### src/rtl/flash_cache_pkg.sv
// Shared types and defaults for the flash read cache.
// Pure declarations: no latency, no flow control.
package flash_cache_pkg;

  localparam int FC_LINES  = 16;
  localparam int FC_ADDR_W = 24;

  typedef enum logic [1:0] {
    IDLE,
    FILL,
    GRANT,
    RESP
  } fc_state_t;

endpackage

### src/rtl/flash_cache_store.sv
// Direct-mapped valid/tag/data line store: combinational lookup, one write port.
// Write lands at the clock edge; flush clears every valid bit and overrides a same-cycle write.
module flash_cache_store
  import flash_cache_pkg::*;
#(
  parameter int LINES = FC_LINES,
  parameter int TAG_W = 18,
  localparam int IDX_W = $clog2(LINES)
) (
  input  logic             clk_i,
  input  logic             rst_ni,
  input  logic [IDX_W-1:0] rd_idx,
  input  logic [TAG_W-1:0] rd_tag,
  output logic             hit,
  output logic [31:0]      data,
  input  logic             wr_en,
  input  logic [IDX_W-1:0] wr_idx,
  input  logic [TAG_W-1:0] wr_tag,
  input  logic [31:0]      wr_data,
  input  logic             flush
);

  logic [LINES-1:0] valid_q;
  logic [TAG_W-1:0] tag_q  [LINES];
  logic [31:0]      data_q [LINES];

  always_ff @(posedge clk_i or negedge rst_ni) begin
    if (!rst_ni) begin
      valid_q <= '0;
    end else if (flush) begin
      valid_q <= '0;
    end else if (wr_en) begin
      valid_q[wr_idx] <= 1'b1;
    end
  end

  // Tag and data need no reset: they are only observed through a set valid bit.
  always_ff @(posedge clk_i) begin
    if (wr_en) begin
      tag_q[wr_idx]  <= wr_tag;
      data_q[wr_idx] <= wr_data;
    end
  end

  assign hit  = valid_q[rd_idx] && (tag_q[rd_idx] == rd_tag);
  assign data = data_q[rd_idx];

endmodule

### src/rtl/flash_read_cache.sv
// Read-only word cache in front of spi_flash: hits answer gnt at +1 / rvalid at +2, misses after flash done.
// No backpressure: one request in flight; req_i is ignored until the response has been returned.
module flash_read_cache
  import flash_cache_pkg::*;
#(
  parameter int LINES      = FC_LINES,
  parameter int ADDR_WIDTH = FC_ADDR_W
) (
  input  logic                  clk_i,
  input  logic                  rst_ni,
  input  logic                  req_i,
  input  logic                  we_i,
  input  logic [ADDR_WIDTH-1:0] addr_i,
  output logic                  gnt_o,
  output logic                  rvalid_o,
  output logic [31:0]           rdata_o,
  input  logic                  flush_i,
  output logic [ADDR_WIDTH-1:0] flash_addr_o,
  output logic                  flash_strobe_o,
  input  logic [31:0]           flash_rdata_i,
  input  logic                  flash_done_i,
  input  logic                  flash_initialized_i,
  output logic [15:0]           hit_cnt_o,
  output logic [15:0]           miss_cnt_o
);

  localparam int IDX_W = $clog2(LINES);
  localparam int TAG_W = ADDR_WIDTH - 2 - IDX_W;

  fc_state_t             state_q, state_d;
  logic [ADDR_WIDTH-3:0] waddr_q;
  logic [IDX_W-1:0]      idx_q;
  logic [TAG_W-1:0]      tag_q;
  logic [31:0]           rdata_q;
  logic                  strobe_q;
  logic [15:0]           hit_cnt_q;
  logic [15:0]           miss_cnt_q;

  logic [IDX_W-1:0]      req_idx;
  logic [TAG_W-1:0]      req_tag;
  logic                  lk_hit;
  logic [31:0]           lk_data;
  logic                  accept;
  logic                  rd_hit;
  logic                  rd_miss;
  logic                  fill_done;

  assign req_idx   = addr_i[2 +: IDX_W];
  assign req_tag   = addr_i[ADDR_WIDTH-1 : 2+IDX_W];
  assign accept    = (state_q == IDLE) && req_i && flash_initialized_i;
  // A hit coinciding with a flush is treated as a miss, since the line is being invalidated.
  assign rd_hit    = accept && !we_i && lk_hit && !flush_i;
  assign rd_miss   = accept && !we_i && !(lk_hit && !flush_i);
  assign fill_done = (state_q == FILL) && flash_done_i;

  flash_cache_store #(
    .LINES (LINES),
    .TAG_W (TAG_W)
  ) u_store (
    .clk_i   (clk_i),
    .rst_ni  (rst_ni),
    .rd_idx  (req_idx),
    .rd_tag  (req_tag),
    .hit     (lk_hit),
    .data    (lk_data),
    .wr_en   (fill_done),
    .wr_idx  (idx_q),
    .wr_tag  (tag_q),
    .wr_data (flash_rdata_i),
    .flush   (flush_i)
  );

  always_comb begin
    state_d = state_q;
    case (state_q)
      IDLE:    if (accept) state_d = rd_miss ? FILL : GRANT;
      FILL:    if (flash_done_i) state_d = GRANT;
      GRANT:   state_d = RESP;
      RESP:    state_d = IDLE;
      default: state_d = IDLE;
    endcase
  end

  always_ff @(posedge clk_i or negedge rst_ni) begin
    if (!rst_ni) begin
      state_q    <= IDLE;
      waddr_q    <= '0;
      idx_q      <= '0;
      tag_q      <= '0;
      rdata_q    <= '0;
      strobe_q   <= 1'b0;
      hit_cnt_q  <= '0;
      miss_cnt_q <= '0;
    end else begin
      state_q  <= state_d;
      strobe_q <= rd_miss;
      if (accept) begin
        waddr_q <= addr_i[ADDR_WIDTH-1:2];
        idx_q   <= req_idx;
        tag_q   <= req_tag;
        rdata_q <= rd_hit ? lk_data : 32'h0;
      end
      if (fill_done) begin
        rdata_q <= flash_rdata_i;
      end
      if (rd_hit && (hit_cnt_q != 16'hFFFF)) begin
        hit_cnt_q <= hit_cnt_q + 16'd1;
      end
      if (rd_miss && (miss_cnt_q != 16'hFFFF)) begin
        miss_cnt_q <= miss_cnt_q + 16'd1;
      end
    end
  end

  assign gnt_o          = (state_q == GRANT);
  assign rvalid_o       = (state_q == RESP);
  assign rdata_o        = rdata_q;
  assign flash_addr_o   = {waddr_q, 2'b00};
  assign flash_strobe_o = strobe_q;
  assign hit_cnt_o      = hit_cnt_q;
  assign miss_cnt_o     = miss_cnt_q;

endmodule

### config.mk
export PLATFORM = sky130hd
export DESIGN_NAME = flash_read_cache
export DESIGN_NICKNAME = d
export VERILOG_FILES = /design/src/rtl/flash_cache_pkg.sv /design/src/rtl/flash_cache_store.sv /design/src/rtl/flash_read_cache.sv
export SDC_FILE = /design/constraint.sdc
export NUM_CORES = 1
export LEC_CHECK = 0
export ABC_AREA = 1
export BUFFER_PORTS_ARGS = -buffer_cell sky130_fd_sc_hd__buf_2
export CORE_MARGIN = 8
export CORE_UTILIZATION = 35
export CTS_BUF_LIST = sky130_fd_sc_hd__clkbuf_16
export DETAILED_ROUTE_END_ITERATION = 8
export SYNTH_ARGS = -nofsm -noshare
export SYNTH_HDL_FRONTEND = slang
export SYNTH_SLANG_ARGS = --single-unit
export TNS_END_PERCENT = 100
### constraint.sdc
create_clock -name clk_i -period 4.9 [get_ports clk_i]
set_input_delay 0.245 -clock clk_i [delete_from_list [all_inputs] [get_ports clk_i]]
set_output_delay 0.245 -clock clk_i [all_outputs]
set_load 0.05 [all_outputs]
After elaboration in Yosys (flattened, before gate mapping). Memories as Yosys holds them, arrays and structs flattened. Cells that the tools add are included.

Bits in registers: 127. Bits in latches: 0. Bits in writable memories: 800. Memory bits (read-only): 0. Input port bits: 63. Memories kept: 2.

Add/sub/neg operators: 2. $mul: 0. Divide/modulo/power cells: 0. $lt $le $gt $ge: 3. Equal/unequal tests: 8. Shifts and indexed selects: 0. Multiplexer cells: 15. Bitwise logic cells: 1. Reductions and logical operators: 19.

Memory list: u_store.data_q (words 16, bits a word 32, read ports 1, clocked after Yosys merged registers in 0, wr ports 1, line flash_cache_store.sv:25) `logic [31:0] data_q [LINES];`; u_store.tag_q (words 16, bits a word 18, read ports 1, clocked after Yosys merged registers in 0, wr ports 1, line flash_cache_store.sv:24) `logic [TAG_W-1:0] tag_q [LINES];`.

Operators with widths (number): $mux W32 (3); $add A16 B1 Y16 const B (2); $mux W16 (2); $ne A16 B16 Y1 const B (2); $eq A18 B18 Y1 (1); $or A16 B16 Y16 (1); $logic_and A1 B1 Y1 (12); $lt A4 B5 Y1 const B (2); $pmux W2 S4 (1); $mux W2 (3); $bmux W1 S4 (1); $demux W1 S4 (1); $eq A2 B2 Y1 const B (2); $ge A4 B1 Y1 const B (1); $mux W1 (4); $ne A2 B2 Y1 const B (2); $reduce_bool A2 Y1 (2); $logic_not A1 Y1 (3); $eq A2 B1 Y1 const B (1); $logic_not A2 Y1 (1); $reduce_and A2 Y1 (1).

Logic depth before layout (Yosys ltp).
Word-level depth: 9. Depth in mapped cells: 20.

Hierarchy. A second synthesis with hierarchy kept.

Cells, all modules: 3119. Area total of the unflattened synthesis: 37289.5 µm².

Modules (own cells, without submodules): flash_cache_store (times used 1, cells an instance 2572, area each 32756.4 µm², seq. area each 24423.4 µm²); flash_read_cache (times used 1, cells an instance 547, area each 4533.1 µm², seq. area each 2227.1 µm²).

Least setup slack after synthesis. Ideal clock, no wire load.

Path type: register to register. Start point: register state_q[1]. End point: memory u_store.data_q[0][0], enable pin. Library setup time: 459 ps. Data arrival time: 3190 ps. Required time: 4441 ps. Path slack: 1251 ps. Cell stages (with the launch flop): 7. Period minus slack after synthesis: 3649 ps. Cell sequence: dfrtp_1 > inv_1 > ha_1 > nand2_1 > nor3_1 > inv_1 > nor2_1.

Longest elaborated chain between the ends: 4.

Ends and longest elaborated chain: start: declaration (line flash_read_cache.sv:30) `fc_state_t state_q, state_d;`; start signal: assignment (line flash_read_cache.sv:95) `state_q <= state_d;`; $eq A2 B1 Y1 (line flash_read_cache.sv:54) `assign fill_done = (state_q == FILL) && flash_done_i;`; $logic_and A1 B1 Y1 (line flash_read_cache.sv:54); $mux W1 (line flash_cache_store.sv:39) `if (wr_en) begin`; $mux W1 (not written as such) (line flash_cache_store.sv:41) `data_q[wr_idx] <= wr_data;`; end: declaration (line flash_cache_store.sv:25).

No other way between the ends.

Worst setup path in the final report.
Start point: input addr_i[2]. End point: register hit_cnt_q[0], in the netlist hit_cnt_o[0].

Longest elaborated chain between the ends: 6. Elaborated cells on any way between the ends: 8. Classes of those cells: eq/ne: 1; mux: 2; reduce/logical: 4; memory: 1.

Ends and longest elaborated chain: start: declaration (line flash_read_cache.sv:13) `input logic [ADDR_WIDTH-1:0] addr_i,`; $mem_v2 Z16 W18 / $bmux W1 S4 (equally long branches); $eq A18 B18 Y1 / $mux W1 (equally long branches) (line flash_cache_store.sv:45) `assign hit = valid_q[rd_idx] && (tag_q[rd_idx] == rd_tag);`; $logic_and A1 B1 Y1 * (line flash_cache_store.sv:45); $logic_and A1 B1 Y1 * (2 in a row) (line flash_read_cache.sv:52) `assign rd_hit = accept && !we_i && lk_hit && !flush_i;`; $logic_and A1 B1 Y1 * (line flash_read_cache.sv:106) `if (rd_hit && (hit_cnt_q != 16'hFFFF)) begin`; end signal: assignment (line flash_read_cache.sv:107) `hit_cnt_q <= hit_cnt_q + 16'd1;`; end: declaration (line flash_read_cache.sv:36) `logic [15:0] hit_cnt_q;`.

Mark *: on every way between the ends. The rest lies on a longest branch, timed or not. The select of a mux whose other input is x is not followed. A chain may end at the register's enable or synchronous reset.

==> impl_metrics.prom <==
# TYPE chip_impl_metric gauge
chip_impl_info{name="reg2reg_from",value="state_q[1]"} 1
chip_impl_metric{name="timing.final.crit_period",unit="ns"} 3.25
chip_impl_metric{name="grt_start_max_net_pins",unit=""} 176
chip_impl_metric{name="first_pass_grt_wire_length",unit="um"} 150000
chip_impl_metric{name="routability_congestion",unit=""} 0.780
chip_impl_metric{name="placement.io_buffers",unit=""} 149
chip_impl_metric{name="maxCapViolations",unit=""} 0
chip_impl_metric{name="firstDrtPassIters",unit=""} 6
chip_impl_info{name="tritoncts",value="done"} 1
chip_impl_metric{name="dpl.hpwl",unit="um"} 51600
chip_impl_info{name="yosys_most_used_dff",value="edfxtp_1"} 1
chip_impl_metric{name="timing.hold.worst_path_depth",unit=""} 5
chip_impl_metric{name="holdWs",unit="ns"} 0.0909
chip_impl_metric{name="slew-limit-headroom",unit=""} 0.249
chip_impl_metric{name="number_of_gates_given_a_new_drive_strength_after_cts",unit=""} 0
chip_impl_metric{name="critical_path_required",unit="ns"} 5.44
chip_impl_info{name="cp-end-kind",value="register"} 1
chip_impl_info{name="result_of_the_run",value="finished, final reports clean"} 1
chip_impl_metric{name="ys_types",unit=""} 42
chip_impl_metric{name="critPathArrivalTime",unit="ns"} 3.79
chip_impl_metric{name="fin_crit_share",unit=""} 0.664
chip_impl_info{name="critical_path.reg2reg.endpoint",value="rdata_o[24]"} 1
chip_impl_metric{name="synth-async-reset-ratio",unit=""} 0.116
chip_impl_metric{name="detail_route.iter0.violations",unit=""} 2027
chip_impl_info{name="crit_path_start_kind",value="input port"} 1
chip_impl_metric{name="reg2regPathDepth",unit=""} 9
chip_impl_metric{name="cellPowerDensity",unit="mW/mm^2"} 443
chip_impl_metric{name="post_synth_inst_count",unit=""} 3243
chip_impl_metric{name="syn_area",unit="sq mm"} 0.0375
chip_impl_metric{name="routed_via_density",unit=""} 5.08
chip_impl_metric{name="grt_pass1_vias",unit=""} 23500
chip_impl_metric{name="drc",unit=""} 0
chip_impl_metric{name="all_layer_gr_usage",unit=""} 0.165
chip_impl_metric{name="top_level_ports",unit=""} 154
chip_impl_info{name="cts.root.buffer_cell",value="clkbuf_16"} 1
chip_impl_metric{name="clockBufferDepth",unit=""} 3
chip_impl_metric{name="synthesis.yosys.warnings",unit=""} 0
chip_impl_metric{name="synth-seq-cells",unit=""} 905
chip_impl_metric{name="critPathMaxFanout",unit=""} 138
chip_impl_metric{name="maxSlewViolCount",unit=""} 0
chip_impl_metric{name="dr_total_vias",unit=""} 24700
chip_impl_metric{name="postRouteAntennaNets",unit=""} 0
chip_impl_metric{name="power",unit="mW"} 19.1
chip_impl_metric{name="syn-mean-instance-area",unit="sq um"} 11.6
chip_impl_metric{name="hold_viol_final",unit=""} 0
chip_impl_metric{name="n_fill_cell",unit=""} 10000
chip_impl_metric{name="final_layout_size_suffix_gt1_frac",unit=""} 0.106
chip_impl_metric{name="storage_element_area",unit="sq mm"} 0.0267
chip_impl_metric{name="placementRows",unit=""} 120
chip_impl_info{name="worst_hold_path_type",value="in -> reg"} 1
chip_impl_metric{name="place_inst",unit=""} 4640
chip_impl_info{name="layout.cells.most_common_list",value="nand2_1 (904), edfxtp_1 (800), nand3_1 (294), a21oi_1 (254), nor2_1 (167)"} 1
chip_impl_metric{name="effective_utilization_at_floorplan",unit=""} 0.352
chip_impl_metric{name="drt_wl_total",unit="um"} 100000
chip_impl_metric{name="worst-slew-pin-transition",unit="ns"} 1.12
chip_impl_metric{name="die_height",unit="um"} 343
chip_impl_metric{name="vdd.ir_drop.worst",unit="uV"} 308
chip_impl_metric{name="die_area",unit="sq mm"} 0.118
chip_impl_metric{name="reg2reg_setup_slack",unit="ns"} 1.88
chip_impl_metric{name="number_of_sinks_on_the_clock_net",unit=""} 905
chip_impl_metric{name="clock_latency",unit="ns"} 0.66
chip_impl_metric{name="final.setup_skew",unit="ns"} 0.0228
chip_impl_metric{name="fmax",unit="MHz"} 307
chip_impl_info{name="timing.setup.critical_path_class",value="in -> reg"} 1
chip_impl_metric{name="synth-seq-area-share",unit=""} 0.711
chip_impl_metric{name="layout.cells.non_filler",unit=""} 4866
chip_impl_info{name="layout_commonest_cell",value="nand2_1"} 1
chip_impl_metric{name="leakage",unit="nW"} 16.1
chip_impl_metric{name="die_x",unit="um"} 343
chip_impl_info{name="rsz0062_at_grt",value="no"} 1
chip_impl_metric{name="coreArea",unit="sq mm"} 0.107
chip_impl_metric{name="final_core_occ",unit=""} 0.405
chip_impl_metric{name="globalRouteOverflowTotal",unit=""} 0
chip_impl_metric{name="area_of_the_multi_input_gates",unit="sq mm"} 0.00945
chip_impl_metric{name="grt_antenna_before_repair",unit=""} 6
chip_impl_metric{name="cts.clk_slew.worst_paths",unit="ns"} 0.06
chip_impl_metric{name="avgRoutedWirePerCell",unit="um"} 20.6
chip_impl_info{name="hp_start",value="we_i"} 1
chip_impl_info{name="timing.hold.worst_endpoint",value="hit_cnt_o[6]"} 1
chip_impl_metric{name="finalSetupViolCount",unit=""} 0
chip_impl_metric{name="numCtsBuffers",unit=""} 94
chip_impl_metric{name="area_growth",unit="%"} 15.2
chip_impl_metric{name="num-nets-final",unit=""} 3455
chip_impl_metric{name="setup_total_negative_slack",unit="ns"} 0
chip_impl_metric{name="htree_num_levels",unit=""} 3
chip_impl_metric{name="synth_enable_flop_cells",unit=""} 800
-- report_power, final --
part	internal, mW	switching [mW]
clock network	3.88	2.98
registers	9.11	0.475
logic	0.614	2.05
total	13.6	5.51
-- state kept, by name, summed over array words and instances, names as in the netlist --
name / count
u_store.valid_q: 16
state_q: 2
waddr_q: 22
rdata_o: 32
miss_cnt_o: 16
u_store.tag_q: 288
flash_strobe_o: 1
hit_cnt_o: 16
u_store.data_q: 512
-- what timing repair did --
item / 4_1_cts / 5_1_grt
setup buffers: 0 / 0
hold buffers: 52 / 0
endpoints found under the hold margin: 620 / 0
-- critical path, stage by stage --
cell and delay (ns):
buf_8 0.48, inv_8 0.42, or2_2 0.47, nand2_1 0.07, nand3_1 0.07, nand3_1 0.14, nand2_1 0.08, nand2_1 0.12
nand2_1 0.07, nor2_1 0.09, nand2_1 0.06, nor2_1 0.12, nand2_1 0.10, nor2_4 0.37, nand3_2 0.41, nand2_1 0.15
nand2_1 0.07
-- layout make-up --
cell class,instances,share of cell area
Antenna cell,4,0.000232
Clock buffer,96,0.0556
Sequential cell,905,0.617
Clock inverter,74,0.0127
Multi-Input combinational cell,1989,0.219
Timing Repair Buffer,244,0.0412
Tap cell,1403,0.0407
Inverter,151,0.0135
-- routing by layer --
layer  wire length, um  GRT usage  vias to the layer above
li1                  -          -                    11700
met1             43800      0.227                    12100
met2             48000      0.274                      765
met3              6170     0.0291                      140
met4              2050     0.0386                        2
met5                14          0                        -
-- kinds of logic after synthesis --
logic type               Yosys count  synth area share
flip-flops                       905             0.711
buffers and inverters            350            0.0409
other                              1          0.000100
AND/OR/NAND/NOR                 1449             0.159
adder cells (fa/ha/maj)            7           0.00234
XOR/XNOR                          27           0.00631
AO/OA/AOI/OAI                    504            0.0800
-- through the flow --
step	setup WS (ns)	instance area, sq um
after floorplan	1.25	37500
after global placement	1.12	39700
after detailed placement	1.10	39700
after CTS	1.74	43200
after global routing	1.41	43200
final	1.65	43200
-- cells in the mapped netlist, types with 2 or more instances --
| cell | count | share of area |
|---|---|---|
| nand2_1 | 905 | 0.091 |
| edfxtp_1 | 800 | 0.64 |
| nand3_1 | 295 | 0.039 |
| a21oi_1 | 254 | 0.034 |
| nor2_1 | 183 | 0.018 |
| inv_1 | 148 | 0.015 |
| dfrtp_1 | 105 | 0.070 |
| o21ai_0 | 85 | 0.011 |
| clkbuf_1 | 82 | 0.0082 |
| buf_2 | 64 | 0.0085 |
| a22oi_1 | 62 | 0.012 |
| a221oi_1 | 46 | 0.011 |
| buf_1 | 27 | 0.0027 |
| nand4_1 | 19 | 0.0032 |
| a311oi_1 | 16 | 0.0037 |
| or2_2 | 16 | 0.0027 |
| buf_4 | 15 | 0.0030 |
| nor3_1 | 15 | 0.0020 |
| o211ai_1 | 15 | 0.0030 |
| o21a_1 | 15 | 0.0030 |
| xor2_1 | 14 | 0.0033 |
| xnor2_1 | 13 | 0.0030 |
| buf_6 | 9 | 0.0027 |
| ha_1 | 7 | 0.0023 |
| nor4_1 | 6 | 0.0010 |
| o21ai_1 | 5 | 0.00067 |
| a211oi_1 | 2 | 0.00040 |
| inv_2 | 2 | 0.00020 |
| nand3_2 | 2 | 0.00053 |
| nor2_4 | 2 | 0.00060 |
| nor4b_1 | 2 | 0.00047 |
| o22ai_1 | 2 | 0.00033 |
-- worst max-delay path by stage --
stage          slack [ns]        from                   end  cells after the start
2_1_floorplan        1.25  state_q[1]  u_store.data_q[0][0]                      6
3_3_place_gp         1.12   addr_i[2]         hit_cnt_o[15]                     17
3_5_place_dp         1.10   addr_i[2]         hit_cnt_o[13]                     17
4_1_cts              1.74  state_q[1]           rdata_o[24]                      9
5_1_grt              1.41   addr_i[2]          hit_cnt_o[2]                     17
6_report             1.65   addr_i[2]          hit_cnt_o[0]                     17
No activity file was read; power rests on OpenSTA's default activity.
